[src/rtl/color_bounce_pkg.sv]
`default_nettype none
// ============================================================================
// Module      : color_bounce_pkg
// Description : Shared types and constants for the colour-bounce frame
//               drawing path. Contains the sequencer state enum, the screen
//               geometry, the game-state field widths and helpers that slice
//               one platform's position or colour out of the packed fields.
// Revision    : 1.0 - initial release
// ============================================================================
package color_bounce_pkg;

    typedef enum logic [2:0] {
        S_IDLE  = 3'd0,
        S_LOAD  = 3'd1,
        S_ERASE = 3'd2,
        S_BALL  = 3'd3,
        S_PLAT  = 3'd4,
        S_DONE  = 3'd5
    } state_t;

    localparam int SCREEN_W  = 160;
    localparam int SCREEN_H  = 120;

    localparam int BALL_W    = 8;   // {col[3:0], row[3:0]}
    localparam int POS_W     = 7;   // platform top-row y
    localparam int COL_W     = 3;   // pixel colour
    localparam int NUM_PLATS = 4;

    // Scanner counter widths: px covers widths up to 63, py heights up to 8.
    localparam int SCAN_XW   = 6;
    localparam int SCAN_YW   = 3;

    function automatic logic [POS_W-1:0] plat_pos(
        input logic [NUM_PLATS*POS_W-1:0] v,
        input logic [1:0]                 i
    );
        return v[POS_W*i +: POS_W];
    endfunction

    function automatic logic [COL_W-1:0] plat_col(
        input logic [NUM_PLATS*COL_W-1:0] v,
        input logic [1:0]                 i
    );
        return v[COL_W*i +: COL_W];
    endfunction

endpackage
`default_nettype wire

[src/rtl/rect_scanner.sv]
`default_nettype none
// ============================================================================
// Module      : rect_scanner
// Description : Row-major rectangle scan counter. load restarts at (0,0);
//               advance steps px, wrapping into py at the end of each row.
//               last flags the final cell of the w x h rectangle.
// Ports       : clk, reset (async active-low), load, advance, w, h -> px, py,
//               last
// Revision    : 1.0 - initial release
// ============================================================================
module rect_scanner
    import color_bounce_pkg::*;
(
    input  logic               clk,
    input  logic               reset,
    input  logic               load,
    input  logic               advance,
    input  logic [SCAN_XW:0]   w,
    input  logic [SCAN_YW:0]   h,
    output logic [SCAN_XW-1:0] px,
    output logic [SCAN_YW-1:0] py,
    output logic               last
);

    logic [SCAN_XW-1:0] px_q;
    logic [SCAN_YW-1:0] py_q;
    logic               row_end;

    assign row_end = ({1'b0, px_q} == (w - {{SCAN_XW{1'b0}}, 1'b1}));
    assign last    = row_end && ({1'b0, py_q} == (h - {{SCAN_YW{1'b0}}, 1'b1}));
    assign px      = px_q;
    assign py      = py_q;

    always_ff @(posedge clk or negedge reset) begin
        if (!reset) begin
            px_q <= '0;
            py_q <= '0;
        end else if (load) begin
            px_q <= '0;
            py_q <= '0;
        end else if (advance) begin
            if (row_end) begin
                px_q <= '0;
                py_q <= py_q + {{(SCAN_YW-1){1'b0}}, 1'b1};
            end else begin
                px_q <= px_q + {{(SCAN_XW-1){1'b0}}, 1'b1};
            end
        end
    end

endmodule
`default_nettype wire

[src/rtl/frame_draw_sequencer.sv]
`default_nettype none
// ============================================================================
// Module      : frame_draw_sequencer
// Description : Converts one snapshot of the game state into a stream of
//               single-pixel writes: erase previous ball (skipped when the
//               ball did not move), draw current ball, draw four platforms.
//               Pixels use a plot/plot_ready handshake; off-screen pixels are
//               dropped without waiting for the adapter.
// Ports       : clk, reset (async active-low), start, prev_ball_in,
//               curr_ball_in, color_ball_in, color_plats_in,
//               position_plats_in, plot_ready -> busy, done, plot, x, y,
//               colour
// Revision    : 1.0 - initial release
// ============================================================================
module frame_draw_sequencer
    import color_bounce_pkg::*;
#(
    parameter int         BALL_SZ    = 8,
    parameter int         PLAT_W     = 32,
    parameter int         PLAT_H     = 2,
    parameter int         PLAT_PITCH = 40,
    parameter logic [2:0] BG_COLOUR  = 3'b000
) (
    input  logic                       clk,
    input  logic                       reset,
    input  logic                       start,
    input  logic [BALL_W-1:0]          prev_ball_in,
    input  logic [BALL_W-1:0]          curr_ball_in,
    input  logic [COL_W-1:0]           color_ball_in,
    input  logic [NUM_PLATS*COL_W-1:0] color_plats_in,
    input  logic [NUM_PLATS*POS_W-1:0] position_plats_in,
    input  logic                       plot_ready,
    output logic                       busy,
    output logic                       done,
    output logic                       plot,
    output logic [7:0]                 x,
    output logic [6:0]                 y,
    output logic [2:0]                 colour
);

    state_t                     state_q;
    logic                       busy_q, done_q, plot_q, fin_q;
    logic [7:0]                 x_q;
    logic [6:0]                 y_q;
    logic [2:0]                 colour_q;
    logic [1:0]                 plat_q;
    logic [BALL_W-1:0]          prev_q, curr_q;
    logic [COL_W-1:0]           col_ball_q;
    logic [NUM_PLATS*COL_W-1:0] col_plats_q;
    logic [NUM_PLATS*POS_W-1:0] pos_plats_q;

    logic [SCAN_XW-1:0] px;
    logic [SCAN_YW-1:0] py;
    logic               scan_last;
    logic [SCAN_XW:0]   shape_w_d;
    logic [SCAN_YW:0]   shape_h_d;
    logic               scan_load_d, scan_adv_d;

    // Slot coordinates are one bit wider than the outputs so clipping sees
    // the true value before truncation.
    logic [8:0] sx_d;
    logic [7:0] sy_d;
    logic [2:0] scol_d;
    logic       clip_d, in_shape_d, issue_d, drain_d, last_plat_d;

    rect_scanner u_scan (
        .clk     (clk),
        .reset   (reset),
        .load    (scan_load_d),
        .advance (scan_adv_d),
        .w       (shape_w_d),
        .h       (shape_h_d),
        .px      (px),
        .py      (py),
        .last    (scan_last)
    );

    always_comb begin
        shape_w_d = (SCAN_XW+1)'(BALL_SZ);
        shape_h_d = (SCAN_YW+1)'(BALL_SZ);
        sx_d      = 9'(curr_q[7:4]) * 9'(BALL_SZ) + 9'(px);
        sy_d      = 8'(curr_q[3:0]) * 8'(BALL_SZ) + 8'(py);
        scol_d    = col_ball_q;
        if (state_q == S_ERASE) begin
            sx_d   = 9'(prev_q[7:4]) * 9'(BALL_SZ) + 9'(px);
            sy_d   = 8'(prev_q[3:0]) * 8'(BALL_SZ) + 8'(py);
            scol_d = BG_COLOUR;
        end else if (state_q == S_PLAT) begin
            shape_w_d = (SCAN_XW+1)'(PLAT_W);
            shape_h_d = (SCAN_YW+1)'(PLAT_H);
            sx_d      = 9'(plat_q) * 9'(PLAT_PITCH) + 9'(px);
            sy_d      = 8'(plat_pos(pos_plats_q, plat_q)) + 8'(py);
            scol_d    = plat_col(col_plats_q, plat_q);
        end
        clip_d      = (sx_d > 9'(SCREEN_W-1)) || (sy_d > 8'(SCREEN_H-1));
        in_shape_d  = (state_q == S_ERASE) || (state_q == S_BALL) || (state_q == S_PLAT);
        // A new slot may replace the output register when nothing is being
        // presented or the presented pixel is accepted this edge.
        issue_d     = in_shape_d && !fin_q && (!plot_q || plot_ready);
        drain_d     = in_shape_d &&  fin_q && (!plot_q || plot_ready);
        last_plat_d = (plat_q == 2'(NUM_PLATS-1));
        scan_load_d = (state_q == S_LOAD) ||
                      (issue_d && scan_last && !((state_q == S_PLAT) && last_plat_d));
        scan_adv_d  = issue_d && !scan_last;
    end

    always_ff @(posedge clk or negedge reset) begin
        if (!reset) begin
            state_q     <= S_IDLE;
            busy_q      <= 1'b0;
            done_q      <= 1'b0;
            plot_q      <= 1'b0;
            fin_q       <= 1'b0;
            x_q         <= '0;
            y_q         <= '0;
            colour_q    <= '0;
            plat_q      <= '0;
            prev_q      <= '0;
            curr_q      <= '0;
            col_ball_q  <= '0;
            col_plats_q <= '0;
            pos_plats_q <= '0;
        end else begin
            case (state_q)
                S_IDLE: begin
                    done_q <= 1'b0;
                    if (start) begin
                        busy_q  <= 1'b1;
                        state_q <= S_LOAD;
                    end
                end
                S_LOAD: begin
                    prev_q      <= prev_ball_in;
                    curr_q      <= curr_ball_in;
                    col_ball_q  <= color_ball_in;
                    col_plats_q <= color_plats_in;
                    pos_plats_q <= position_plats_in;
                    plat_q      <= '0;
                    fin_q       <= 1'b0;
                    state_q     <= (prev_ball_in != curr_ball_in) ? S_ERASE : S_BALL;
                end
                S_ERASE, S_BALL, S_PLAT: begin
                    if (drain_d) begin
                        plot_q  <= 1'b0;
                        busy_q  <= 1'b0;
                        done_q  <= 1'b1;
                        state_q <= S_DONE;
                    end else if (issue_d) begin
                        plot_q   <= !clip_d;
                        x_q      <= sx_d[7:0];
                        y_q      <= sy_d[6:0];
                        colour_q <= scol_d;
                        if (scan_last) begin
                            if (state_q == S_ERASE) begin
                                state_q <= S_BALL;
                            end else if (state_q == S_BALL) begin
                                state_q <= S_PLAT;
                                plat_q  <= '0;
                            end else if (last_plat_d) begin
                                // Last slot issued; wait for its acceptance.
                                fin_q <= 1'b1;
                            end else begin
                                plat_q <= plat_q + 2'd1;
                            end
                        end
                    end
                end
                S_DONE: begin
                    done_q  <= 1'b0;
                    state_q <= S_IDLE;
                end
                default: state_q <= S_IDLE;
            endcase
        end
    end

    assign busy   = busy_q;
    assign done   = done_q;
    assign plot   = plot_q;
    assign x      = x_q;
    assign y      = y_q;
    assign colour = colour_q;

endmodule
`default_nettype wire

[config.mk]
export PLATFORM = sky130hd
export DESIGN_NAME = frame_draw_sequencer
export DESIGN_NICKNAME = d
export VERILOG_FILES = /design/src/rtl/color_bounce_pkg.sv /design/src/rtl/rect_scanner.sv /design/src/rtl/frame_draw_sequencer.sv
export SDC_FILE = /design/constraint.sdc
export NUM_CORES = 1
export LEC_CHECK = 0
export CAP_MARGIN = 5
export CORE_UTILIZATION = 40
export DETAILED_ROUTE_END_ITERATION = 10
export PLACE_DENSITY = 0.62
export SLEW_MARGIN = 20
export SYNTH_ARGS = -nofsm -noshare
export SYNTH_HDL_FRONTEND = slang
export SYNTH_SLANG_ARGS = --single-unit
export TNS_END_PERCENT = 30
[constraint.sdc]
create_clock -name clk -period 7.63 [get_ports clk]
set_clock_uncertainty 0.1 [all_clocks]
set_input_delay 2.289 -clock clk [delete_from_list [all_inputs] [get_ports clk]]
set_output_delay 2.289 -clock clk [all_outputs]
set_load 0.01 [all_outputs]
==> key figures <==
Synthesis
  • Most used DFF post-synth: dfrtp_1
  • Ys async rst share: 1.00
  • Syn nets: 644
  • Sequential share of the synthesized area: 0.469
  • Seq cells post-synth: 95
  • Syn Inst Count: 562
  • EDFF count, synth: 0
  • Cell area after synthesis: 5070 µm²
  • Yosys cell types: 58
  • Synth Area per Inst: 9.02 µm²
  • Yosys warning count: 0

CTS
  • CTS max path bufs: 2
  • H-tree Lvls: 3
  • CTS Sinks: 95
  • Clock-pin slew on the worst setup and hold paths: 0.06 ns
  • TritonCTS clock tree: built
  • Latest clock arrival within the worst-skew pair: 0.34 ns
  • Root Buffer: clkbuf_16
  • Setup repair bufs after CTS: 0
  • PostCTS Resize Cnt: 0
  • CTS Buf Count: 9
  • # hold bufs at CTS: 0

STA
  • PnR worst setup slack: 3.11 ns
  • Worst slew pin tran: 1.08 ns
  • Setup TNS Final: 0 ns
  • Final worst path period share: 0.592
  • RSZ-0062 raised after global routing: false
  • Slew Limit Fails: 0
  • Final setup violation count: 0
  • Slew headroom: 0.274
  • Endpoints failing hold: 0
  • Fin crit period: 4.52 ns
  • Max frequency: 0.221 GHz

Placement
  • Pre-CTS WS: 2.79 ns
  • Final GP Congestion: 0.817
  • Dpl cells: 787
  • # port buffers: 83
  • Hpwl dp: 8840 µm

Critical path
  • CP startpoint: plot_ready
  • Data arrival, critical path: 4.65 ns
  • Reg2Reg Depth: 6
  • RR Endpoint: plat_q[0]
  • Critical path's largest stage delay: 0.79 ns
  • Setup CP Type: in2reg
  • Worst path slowest cell: a211oi_2
  • Crit Reg-Reg Startpoint: state_q[2]
  • CP startpoint kind: primary input
  • Data required time of the worst path: 7.75 ns
  • Crit-path cells: clkdlybuf4s50_1, nor2b_1, a211oi_2, nand3_1, nor3_1, nand4_1, o2111a_1
  • Critical Path End: plat_q[0]
  • CP Capture Type: flop
  • Reg2Reg Setup Slack: 4.03 ns
  • CP Max Fanout: 16

Final layout
  • Cell Count, Final, Fillers Out: 803
  • Final Util: 0.522
  • Synthesis-to-layout area growth: 25.2%
  • Layout cells sized above 1: 0.0693
  • Ant diodes: 0
  • Nets: 712

Detailed routing
  • Initial drt markers: 239
  • Wirelength per Cell: 15.3 µm
  • Final ANT Viol Nets: 0
  • DRC Markers: 0
  • Overall routed net length: 12300 µm
  • Via density: 5.07
  • DR vias: 4071
  • DRT Pass-1 Iters: 4

Die
  • Horiz. Die Dim: 115 µm
  • Total core area: 12200 µm²
  • Site Rows: 40
  • DIE AREA: 13100 µm²
  • Initial Util: 0.417
  • Io pins: 84
  • Die Y: 115 µm

Pwr
  • Cell leakage power: 0.00296 µW
  • Pwr dens: 353 nW/µm²
  • VDD IR max: 174 µV
  • Final Power: 2240 µW

Global route
  • Grt total ovfl: 0
  • Initial antenna violation count: 0
  • Tot GR Track Use: 0.202
  • Pin count of the biggest net entering global routing: 64
  • First-pass GRT wire length: 20500 µm
  • Number of global-route vias before repair: 4160

Status
  • Status: complete, no violations

Min path
  • Worst min-delay path category: reg2reg

Job
  • Max-Cap Viols: 0
==> state kept, by name, indices dropped and copies added, names as in the netlist, 6 cells and up <==
register,flops
pos_plats_q,28
col_plats_q,12
x,8
prev_q,8
y,7
u_scan.px,6
curr_q,8
==> layer usage <==
metal | vias to the layer above | part of all wire | GRT usage
met4 | 0 | 0.022 | 0.0918
met1 | 1922 | 0.47 | 0.272
met2 | 94 | 0.47 | 0.321
li1 | 2034 | - | -
met3 | 21 | 0.039 | 0.0323
met5 | - | 0 | 0
==> worst min path at each step <==
stage / startpoint / end / slack (ns) / cells after the start
floorplan: prev_q[0] / prev_q[0] / 0.34 / 2
global placement: pos_plats_q[10] / pos_plats_q[10] / 0.35 / 2
detailed placement: prev_q[0] / prev_q[0] / 0.36 / 2
CTS: prev_q[0] / prev_q[0] / 0.38 / 2
global route: x[1] / x[1] / 0.40 / 2
finish: x[1] / x[1] / 0.37 / 2
==> layout by cell type (no fill, tap or decap), drive strengths merged, types with 2 or more instances in the layout <==
cell type and n:
a211oi 2, a21o 4, a21oi 19, a31o 3, a31oi 2, a32o 2
and2 5, and3 3, buf 3, bufinv 2, clkbuf 11, clkdlybuf4s50 82
clkinv 2, dfrtp 95, fa 4, ha 15, inv 10, mux2i 6
mux4 10, nand2 221, nand2b 4, nand3 11, nand4 4, nor2 19
nor2b 7, nor3 7, nor4 3, o211ai 2, o21ai 25, o22a 3
o22ai 3, o31ai 2, or2 2, or3 3, or3b 2, xnor2 6
xor2 15
==> logic make-up after synthesis <==
kind of cell / Yosys count / synth area share
compound gates: 79 / 0.106
buf+inv: 37 / 0.0296
fa+ha+maj: 19 / 0.0528
mux: 17 / 0.0610
xor+xnor: 21 / 0.0363
simple gates: 294 / 0.245
flops: 95 / 0.469
==> per-stage QoR <==
| step | instance area (µm²) | hold WS (ns) |
|---|---|---|
| floorplan | 5070 | 0.338 |
| global placement | 6020 | 0.354 |
| detailed placement | 6030 | 0.360 |
| CTS | 6350 | 0.376 |
| global route | 6350 | 0.395 |
| finish | 6350 | 0.371 |
==> synth_stat cells, types with 2 or more instances <==
library cell | n | area (µm²)
nand2_1 | 221 | 830
dfrtp_1 | 95 | 2380
o21ai_0 | 24 | 120
clkbuf_1 | 23 | 86.3
a21oi_1 | 19 | 95.1
nor2_1 | 19 | 71.3
ha_1 | 15 | 188
xor2_1 | 15 | 131
nand3_1 | 11 | 55.1
mux4_2 | 10 | 225
inv_1 | 9 | 33.8
nor2b_1 | 7 | 43.8
nor3_1 | 7 | 35.0
xnor2_1 | 6 | 52.6
and2_1 | 5 | 31.3
mux2i_1 | 5 | 50.1
a21o_1 | 4 | 30.0
fa_1 | 4 | 80.1
nand2b_1 | 4 | 25.0
a31o_2 | 3 | 26.3
and3_1 | 3 | 18.8
buf_2 | 3 | 15.0
nand4_1 | 3 | 18.8
nor4_1 | 3 | 18.8
o22a_1 | 3 | 26.3
o22ai_1 | 3 | 18.8
or3_1 | 3 | 18.8
a31oi_1 | 2 | 12.5
a32o_1 | 2 | 20.0
o211ai_1 | 2 | 15.0
or2_2 | 2 | 12.5
==> power breakdown <==
part | switching [µW] | internal, µW
registers | 159 | 715
logic | 505 | 375
clock network | 189 | 296
==> final cells by class <==
class                      instances  area (µm²)
sequential                        95        2380
multi-input combinational        430        2560
tap                              168         210
timing repair buffer              85         843
inverter                           9        33.8
clock buffer                      11         243
clock inverter                     5        78.8
fill                            1127        5810
==> critical path: cells and delay by family <==
kind            cells  cell delay, ns
compound gates      2            0.97
buf+inv             1            0.50
simple gates        4            0.88
Note: power is estimated with default switching activity, not from simulation.
